### config.mk
export PLATFORM = sky130hd
export DESIGN_NAME = pipe_hazard_ctl
export DESIGN_NICKNAME = d
export VERILOG_FILES = /design/src/rtl/pipe_hazard_ctl.sv
export SDC_FILE = /design/constraint.sdc
export NUM_CORES = 1
export LEC_CHECK = 0
export CAP_MARGIN = 25
export CORE_AREA = 8 8 118 120
export CTS_BUF_LIST = sky130_fd_sc_hd__clkbuf_8
export CTS_CLUSTER_SIZE = 20
export DETAILED_ROUTE_END_ITERATION = 10
export DIE_AREA = 0 0 126 128
export GPL_ROUTABILITY_DRIVEN = 1
export SYNTH_ARGS = -nofsm -noshare
export SYNTH_HDL_FRONTEND = slang
export SYNTH_SLANG_ARGS = --single-unit
### constraint.sdc
create_clock -name clk -period 11.85 [get_ports clk]
set_input_delay 3.555 -clock clk [delete_from_list [all_inputs] [get_ports clk]]
set_output_delay 3.555 -clock clk [all_outputs]
set_load 0.1 [all_outputs]
### src/rtl/pipe_hazard_ctl.sv
// Hazard and pipeline-control unit for the five-stage pipeline.
// Shadows EX/MEM/WB control state to drive stalls, flushes and forwarding.
module pipe_hazard_ctl #(
    parameter int REG_ADDR_W = 5,
    parameter int MEM_LAT    = 1,
    parameter int CNT_W      = 16
) (
    input  logic                  clk,
    input  logic                  rst,
    input  logic                  id_valid,
    input  logic [REG_ADDR_W-1:0] id_rs,
    input  logic [REG_ADDR_W-1:0] id_rt,
    input  logic                  id_uses_rs,
    input  logic                  id_uses_rt,
    input  logic [REG_ADDR_W-1:0] id_dest,
    input  logic                  id_regwrite,
    input  logic                  id_memread,
    input  logic                  id_memwrite,
    input  logic                  mem_branch_taken,
    output logic                  pc_en,
    output logic                  if_id_en,
    output logic                  id_ex_en,
    output logic                  ex_mem_en,
    output logic                  if_id_flush,
    output logic                  id_ex_flush,
    output logic                  ex_mem_flush,
    output logic                  mem_wb_flush,
    output logic [1:0]            ex_fwd_a,
    output logic [1:0]            ex_fwd_b,
    output logic                  id_byp_a,
    output logic                  id_byp_b,
    output logic [CNT_W-1:0]      stall_count,
    output logic [CNT_W-1:0]      flush_count
);

    typedef enum logic [2:0] {
        ACT_RUN,
        ACT_RESET,
        ACT_BUSY,
        ACT_BRANCH,
        ACT_STALL
    } act_t;

    localparam logic [2:0] MEM_LOAD = 3'(MEM_LAT - 1);
    localparam logic [CNT_W-1:0] CNT_MAX = '1;

    // EX shadow
    logic                  ex_valid;
    logic [REG_ADDR_W-1:0] ex_rs;
    logic [REG_ADDR_W-1:0] ex_rt;
    logic                  ex_uses_rs;
    logic                  ex_uses_rt;
    logic [REG_ADDR_W-1:0] ex_dest;
    logic                  ex_regwrite;
    logic                  ex_memread;
    logic                  ex_memwrite;

    // MEM shadow
    logic                  mem_valid;
    logic [REG_ADDR_W-1:0] mem_dest;
    logic                  mem_regwrite;
    logic                  mem_memread;

    // WB shadow
    logic                  wb_valid;
    logic [REG_ADDR_W-1:0] wb_dest;
    logic                  wb_regwrite;

    logic [2:0] mem_cnt;
    logic       mem_busy;
    logic       load_use;
    act_t       act;

    logic ex_load;
    logic ex_clear;
    logic mem_load;
    logic mem_clear;
    logic wb_load;
    logic wb_clear;
    logic ex_is_mem;

    // A stage producing register r; r0 never matches
    function automatic logic hit(
        input logic                  v,
        input logic                  rw,
        input logic [REG_ADDR_W-1:0] d,
        input logic [REG_ADDR_W-1:0] r
    );
        return v & rw & (d == r) & (r != '0);
    endfunction

    assign mem_busy  = (mem_cnt != 3'd0);
    assign ex_is_mem = ex_valid & (ex_memread | ex_memwrite);

    // Consumer in ID needs the load currently in EX
    always_comb begin
        load_use = 1'b0;
        if (id_valid && ex_valid && ex_memread && ex_dest != '0) begin
            load_use = (id_uses_rs && ex_dest == id_rs) ||
                       (id_uses_rt && ex_dest == id_rt);
        end
    end

    // Select the pipeline action by priority
    always_comb begin
        act = ACT_RUN;
        if (rst) begin
            act = ACT_RESET;
        end else if (mem_busy) begin
            act = ACT_BUSY;
        end else if (mem_branch_taken) begin
            act = ACT_BRANCH;
        end else if (load_use) begin
            act = ACT_STALL;
        end
    end

    // Enables, flushes and shadow-register load/clear strobes per action
    always_comb begin
        pc_en        = 1'b1;
        if_id_en     = 1'b1;
        id_ex_en     = 1'b1;
        ex_mem_en    = 1'b1;
        if_id_flush  = 1'b0;
        id_ex_flush  = 1'b0;
        ex_mem_flush = 1'b0;
        mem_wb_flush = 1'b0;
        ex_load      = 1'b0;
        ex_clear     = 1'b0;
        mem_load     = 1'b0;
        mem_clear    = 1'b0;
        wb_load      = 1'b0;
        wb_clear     = 1'b0;
        unique case (act)
            ACT_RESET: begin
                ex_clear  = 1'b1;
                mem_clear = 1'b1;
                wb_clear  = 1'b1;
            end
            ACT_BUSY: begin
                pc_en        = 1'b0;
                if_id_en     = 1'b0;
                id_ex_en     = 1'b0;
                ex_mem_en    = 1'b0;
                mem_wb_flush = 1'b1;
                wb_clear     = 1'b1;
            end
            ACT_BRANCH: begin
                if_id_flush  = 1'b1;
                id_ex_flush  = 1'b1;
                ex_mem_flush = 1'b1;
                ex_clear     = 1'b1;
                mem_clear    = 1'b1;
                wb_load      = 1'b1;
            end
            ACT_STALL: begin
                pc_en       = 1'b0;
                if_id_en    = 1'b0;
                id_ex_flush = 1'b1;
                ex_clear    = 1'b1;
                mem_load    = 1'b1;
                wb_load     = 1'b1;
            end
            default: begin
                ex_load  = 1'b1;
                mem_load = 1'b1;
                wb_load  = 1'b1;
            end
        endcase
    end

    // EX shadow: capture ID or take a bubble
    always_ff @(posedge clk) begin
        if (ex_clear) begin
            ex_valid <= 1'b0;
        end else if (ex_load) begin
            ex_valid    <= id_valid;
            ex_rs       <= id_rs;
            ex_rt       <= id_rt;
            ex_uses_rs  <= id_uses_rs;
            ex_uses_rt  <= id_uses_rt;
            ex_dest     <= id_dest;
            ex_regwrite <= id_regwrite;
            ex_memread  <= id_memread;
            ex_memwrite <= id_memwrite;
        end
    end

    // MEM shadow: capture EX or drop on branch/reset
    always_ff @(posedge clk) begin
        if (mem_clear) begin
            mem_valid <= 1'b0;
        end else if (mem_load) begin
            mem_valid    <= ex_valid;
            mem_dest     <= ex_dest;
            mem_regwrite <= ex_regwrite;
            mem_memread  <= ex_memread;
        end
    end

    // WB shadow: capture MEM or take a bubble during a freeze
    always_ff @(posedge clk) begin
        if (wb_clear) begin
            wb_valid <= 1'b0;
        end else if (wb_load) begin
            wb_valid    <= mem_valid;
            wb_dest     <= mem_dest;
            wb_regwrite <= mem_regwrite;
        end
    end

    // Remaining freeze cycles of the access sitting in MEM
    always_ff @(posedge clk) begin
        if (act == ACT_RESET) begin
            mem_cnt <= 3'd0;
        end else if (act == ACT_BUSY) begin
            mem_cnt <= mem_cnt - 3'd1;
        end else if (mem_load && ex_is_mem) begin
            mem_cnt <= MEM_LOAD;
        end
    end

    // Saturating stall and flush event counters
    always_ff @(posedge clk) begin
        if (act == ACT_RESET) begin
            stall_count <= '0;
            flush_count <= '0;
        end else begin
            if (act == ACT_STALL && stall_count != CNT_MAX) begin
                stall_count <= stall_count + 1'b1;
            end
            if (act == ACT_BRANCH && flush_count != CNT_MAX) begin
                flush_count <= flush_count + 1'b1;
            end
        end
    end

    // EX operand forwarding, younger MEM result wins over WB
    always_comb begin
        ex_fwd_a = 2'b00;
        ex_fwd_b = 2'b00;
        if (ex_uses_rs && hit(mem_valid, mem_regwrite, mem_dest, ex_rs) && !mem_memread) begin
            ex_fwd_a = 2'b01;
        end else if (ex_uses_rs && hit(wb_valid, wb_regwrite, wb_dest, ex_rs)) begin
            ex_fwd_a = 2'b10;
        end
        if (ex_uses_rt && hit(mem_valid, mem_regwrite, mem_dest, ex_rt) && !mem_memread) begin
            ex_fwd_b = 2'b01;
        end else if (ex_uses_rt && hit(wb_valid, wb_regwrite, wb_dest, ex_rt)) begin
            ex_fwd_b = 2'b10;
        end
    end

    // ID register-file bypass from the instruction writing back this cycle
    always_comb begin
        id_byp_a = id_uses_rs & hit(wb_valid, wb_regwrite, wb_dest, id_rs);
        id_byp_b = id_uses_rt & hit(wb_valid, wb_regwrite, wb_dest, id_rt);
    end

endmodule
# Word level (Yosys, flattened, before mapping)
# Cells that the tools add are included.
# totals
ff_bits	71
out_inout_bits	46
word_cells	113
# op_classes
n_addsub	3
n_eq_ne	14
muxes	20
bitwise	24
reduce_logical	33
# ops
op	count
equality test 5 bit	8
adder 16 x 1 -> 16 bit, second input constant	2
inequality test 16 bit, second input constant	2
nonzero test 5 bit	5
two-way mux 3 bit	6
bitwise AND 1 bit	17
logical AND 1 bit	14
two-way mux 1 bit	10
two-way mux 2 bit	4
OR reduction 2 bit	4
equality test 3 x 2 -> 1 bit, second input constant	2
inverter 1 bit	6
AND reduction 2 bit	3
OR reduction 3 bit	2
OR reduction 4 bit	1
equality test 3 x 1 -> 1 bit, second input constant	1
equality test 3 bit, second input constant	1
nonzero test 3 bit	1
subtractor 3 x 1 -> 3 bit, second input constant	1
nonzero test 2 bit	1
logical NOT 1 bit	1
logical OR 1 bit	1
OR 1 bit	1

# Longest topological paths before layout
# depth
depth_word	14
depth_mapped	11
mapped_depth_nobuf	11

# Worst setup path after synthesis
# No wires, ideal clock.
# synth_timing
path_type	input-to-output
startpoint	in rst
endpoint	out pc_en
arrival_time_ns	6.617
t_required_ns	8.295
setup_slack_ns	1.678
path_stages	4
n_path_buf	2
path_cell_list	clkbuf_1 -> nor2_1 -> nor2_1 -> buf_4
# synth_between
elab_chain_cells	4
word_cells_on_any_way	5
classes_between	2 x eq/ne; 2 x mux; 1 x reduce/logical
# synth_rtl
item	line	rtl
from (decl)	9	input logic rst,
two-way mux 3 bit (*)	107	if (rst) begin
equality test 3 x 2 -> 1 bit / equality test 3 bit (equally long branches)	n/a	
OR reduction 2 bit (no line) (*)	n/a	
two-way mux 1 bit (*)	n/a	
to (decl)	20	output logic pc_en,
# Mark *: on every way between the ends. The rest lies on a longest branch, timed or not.

# Worst setup path after layout
# layout_timing
startpoint	in id_rt[1]
endpoint	out id_ex_flush
# layout_between
elab_chain_cells	11
word_cells_on_any_way	12
classes_between	3 x eq/ne; 6 x mux; 3 x reduce/logical
# layout_rtl
item	line	rtl
from (decl)	12	input logic [REG_ADDR_W-1:0] id_rt,
equality test 5 bit (*)	100	(id_uses_rt && ex_dest == id_rt);
logical AND 1 bit (*)	100	
logical OR 1 bit (*)	99	load_use = (id_uses_rs && ex_dest == id_rs) ||
two-way mux 1 bit (*)	98	if (id_valid && ex_valid && ex_memread && ex_dest != '0) begin
two-way mux 3 bit (*)	113	end else if (load_use) begin
two-way mux 3 bit (*)	111	end else if (mem_branch_taken) begin
two-way mux 3 bit (*)	109	end else if (mem_busy) begin
two-way mux 3 bit (*)	107	
equality test 3 bit / equality test 3 x 2 -> 1 bit (equally long branches)	134	unique case (act)
OR reduction 2 bit (no line) (*)	n/a	
two-way mux 1 bit (*)	134	
to (decl)	25	output logic id_ex_flush,
# Marked as above.

==> key figures <==
Synth
  – Synth Area in Adders: 1.43%
  – Synthesized area per cell: 10.2 µm²
  – Synth Flop Type: dfxtp_1
  – Multiplexer area fraction after synthesis: 2.68%
  – Post-synthesis cell area: 3510 µm²
  – Yosys warns: 0
  – Ys async rst share: 0%
  – Synth Register Bits: 71
  – Post-synthesis instance total: 343
  – Post-synth EDFFs: 33
  – Xor/xnor cell area share of the yosys netlist: 12.5%
  – Sequential area share after synthesis: 49.9%
  – Library cells used by synthesis: 49
  – Mapped Nets: 371
  – Post-synthesis compound-gate area fraction: 8.60%
  – Largest family of logic cells by synthesized area: simple AND/OR/NAND/NOR gates
  – Post-synthesis simple-gate area fraction: 21.7%

Drt
  – 1st-iter DRT viols: 189
  – DRC: 0
  – Routed WL per cell: 17.0 µm
  – Vias/cell: 5.11
  – Final WL: 9.59 mm
  – Routed vias: 2888
  – Routed Antenna Nets: 0
  – First-pass iteration count of the detailed router: 4

Worst setup path
  – Worst R2R Start: mem_cnt[0]
  – Max Fanout on Critical Path: 29
  – Data arrival time of the worst path: 6.42 ns
  – Crit. End Element: output port
  – Critical path origin: id_rt[1]
  – Critical path class: input pin to output port
  – CP Launch Type: input pin
  – Worst Path Required: 8.30 ns

GRT
  – Vias in the first global route: 2882
  – Antenna violations before repair: 0
  – Largest net degree at the start of global routing: 37
  – First-pass GRT wire length: 15.5 mm
  – Overall global routing resource usage: 12.3%
  – Grt total ovfl: 0

Die
  – Area of the die: 16100 µm²
  – Die width: 126 µm
  – Die H: 128 µm
  – Core Area: 12200 µm²
  – Row cnt: 41
  – Ports: 70
  – Initial Utilization: 28.7%

Clock network
  – CTS Sinks: 71
  – CTS buffer count: 9
  – Hold Buf Count CTS: 0
  – Clock latency at the later pin of the worst-skew pair: 0.35 ns
  – Clock edge transition at the registers on the reported setup and hold paths: 0.07 ns
  – Cts repair resizes: 0
  – Root Buffer: clkbuf_8
  – Setup bufs post-CTS: 0
  – Clock Tree Buf Depth: 2
  – TritonCTS clock tree: built
  – Number of H-tree levels: 3

STA
  – Endpoints failing setup: 0
  – RSZ-0062 raised after global routing: false
  – Fin crit period: 9.98 ns
  – Final Worst Setup Slack: 1.87 ns
  – Slew margin rel.: 33.1%
  – Post-Route Skew: 0.00434 ns
  – Worst-Margin Slew: 1.00 ns
  – Final period util: 84.2%
  – Sum Neg Setup Slack: 0 ns
  – Fmax: 100 MHz
  – Max Slew Vio Count: 0
  – Hold Fails Final Rpt: 0

Power and ir drop
  – Reg power frac: 44.1%
  – Clock power frac: 30.8%
  – Comb power frac: 25.1%
  – Pleak: 1.49 nW
  – Power Dens Cells: 155 nW/µm²
  – Max IR drop VDD: 0.000104 V
  – P_int: 459 µW
  – P_sw: 248 µW
  – Switch share: 35.1%

Layout
  – Post-route cell area: 4560 µm²
  – Area Overhead vs Synth: 29.9%
  – Layout cells sized above 1: 7.23%
  – Nets@finish: 438
  – Antenna cells: 0

Status
  – Status: finished clean

Placed design
  – RePlAce Congestion: 0.866
  – Buffers on Ports: 69
  – DP Worst Slack: 1.92 ns
  – Placed cell area: 4340 µm²
  – Dpl hpwl: 6.91 mm

Worst hold path
  – Worst min path class: flip-flop to flip-flop
  – Hold wc startpoint: ex_regwrite

Run
  – Max cap viols: 0
==> power by group through the flow <==
stage / clock (mW) / sequential [mW] / combinational [mW]
CTS: 0.225 / 0.312 / 0.180
finish: 0.218 / 0.312 / 0.178
floorplan: 0 / 0.312 / 0.134
global route: 0.236 / 0.315 / 0.192
global placement: 0 / 0.317 / 0.175
detailed placement: 0 / 0.317 / 0.180
==> cells by family (layout without fill, tap and decap cells) <==
family                     after synthesis  after routing
buffers and inverters                   26             98
DFF                                     71             71
xor gates and xnor gates                50             50
adders and majority gates                4              4
and+or+nand+nor                        136            136
AOI/OAI and AO/OA                       47             47
muxes                                    9              9
==> path summary, 6_finish.rpt <==
path                                         to  cells past startpoint  slack [ns]
worst min register to register     mem_regwrite                      0        0.43
worst max register to register  flush_count[13]                     11        9.28
worst min-delay path               mem_regwrite                      0        0.43
worst max-delay path                id_ex_flush                      7        1.87
==> cells in the mapped netlist (all sizes together) (7+ instances only) <==
cell | number | area, µm²
nor2 | 30 | 115
and3 | 7 | 43.8
edfxtp | 33 | 991
nor3 | 10 | 50.1
nand4 | 18 | 119
nor4 | 11 | 68.8
nand2 | 17 | 66.3
nand3 | 10 | 50.1
inv | 10 | 37.5
o21ai | 7 | 35.0
or4 | 11 | 86.3
a21oi | 17 | 85.1
xnor2 | 30 | 263
dfxtp | 38 | 761
clkbuf | 12 | 45.0
xor2 | 20 | 175
==> routing by layer <==
layer,part of all wire (%),vias up,track usage [%],wire (µm)
met5,0,-,0,0
met4,0.91,0,4.39,87
met3,7.6,9,5.20,729
met2,47,89,19.4,4540
met1,44,1389,14.6,4240
li1,-,1401,-,-
==> critical path, cell delays in order <==
cell             delay (ns)
clkdlybuf4s50_1        0.49
xor2_1                 0.18
nor4_1                 0.34
a32oi_1                0.20
buf_4                  0.25
o21ai_0                0.22
clkdlybuf4s50_1        1.18
==> metrics by stage <==
step / total power, mW / hold slack (ns) / utilization, % / cells
floorplan: 0.446 / 0.400 / - / 343
global placement: 0.492 / 0.423 / 35.5 / 549
detailed placement: 0.497 / 0.419 / 35.5 / 549
CTS: 0.717 / 0.437 / 37.3 / 565
global route: 0.742 / 0.447 / 37.3 / 565
finish: 0.707 / 0.429 / 37.3 / 565
==> registers in the layout, summed over array words and instances (netlist names) <==
register      count
mem_cnt           3
wb_regwrite       1
ex_uses_rt        1
mem_regwrite      1
ex_memwrite       1
flush_count      16
mem_dest          5
ex_dest           5
ex_rt             5
ex_valid          1
wb_valid          1
mem_memread       1
stall_count      16
ex_uses_rs        1
ex_memread        1
ex_regwrite       1
mem_valid         1
wb_dest           5
ex_rs             5
==> layout make-up <==
| cell class | count | area [µm²] |
|---|---|---|
| inverter | 10 | 37.5 |
| fill | 1235 | 7650 |
| clock buffer | 9 | 124 |
| sequential | 71 | 1750 |
| multi-input combinational | 246 | 1650 |
| tap | 150 | 188 |
| timing repair buffer | 72 | 708 |
| clock inverter | 7 | 96.3 |
==> placed cells by master (no fill, tap or decap), types with 3 or more instances in the layout <==
cell type and count:
clkdlybuf4s50_1 67, nor3_1 9, nor2b_1 3, buf_4 5, and4_1 4, and2_1 3, a211oi_1 6, xor2_1 20
edfxtp_1 33, clkbuf_8 9, o31ai_1 6, nor2_1 29, or4_1 10, mux2i_1 6, a21oi_1 17, dfxtp_1 38
nand4_1 17, o21ai_0 6, xnor2_1 30, nand2_1 16, ha_1 4, nand3_1 10, and3_1 7, nor4_1 11
inv_1 8, or3_1 5
(Power assumes the default switching activity.)
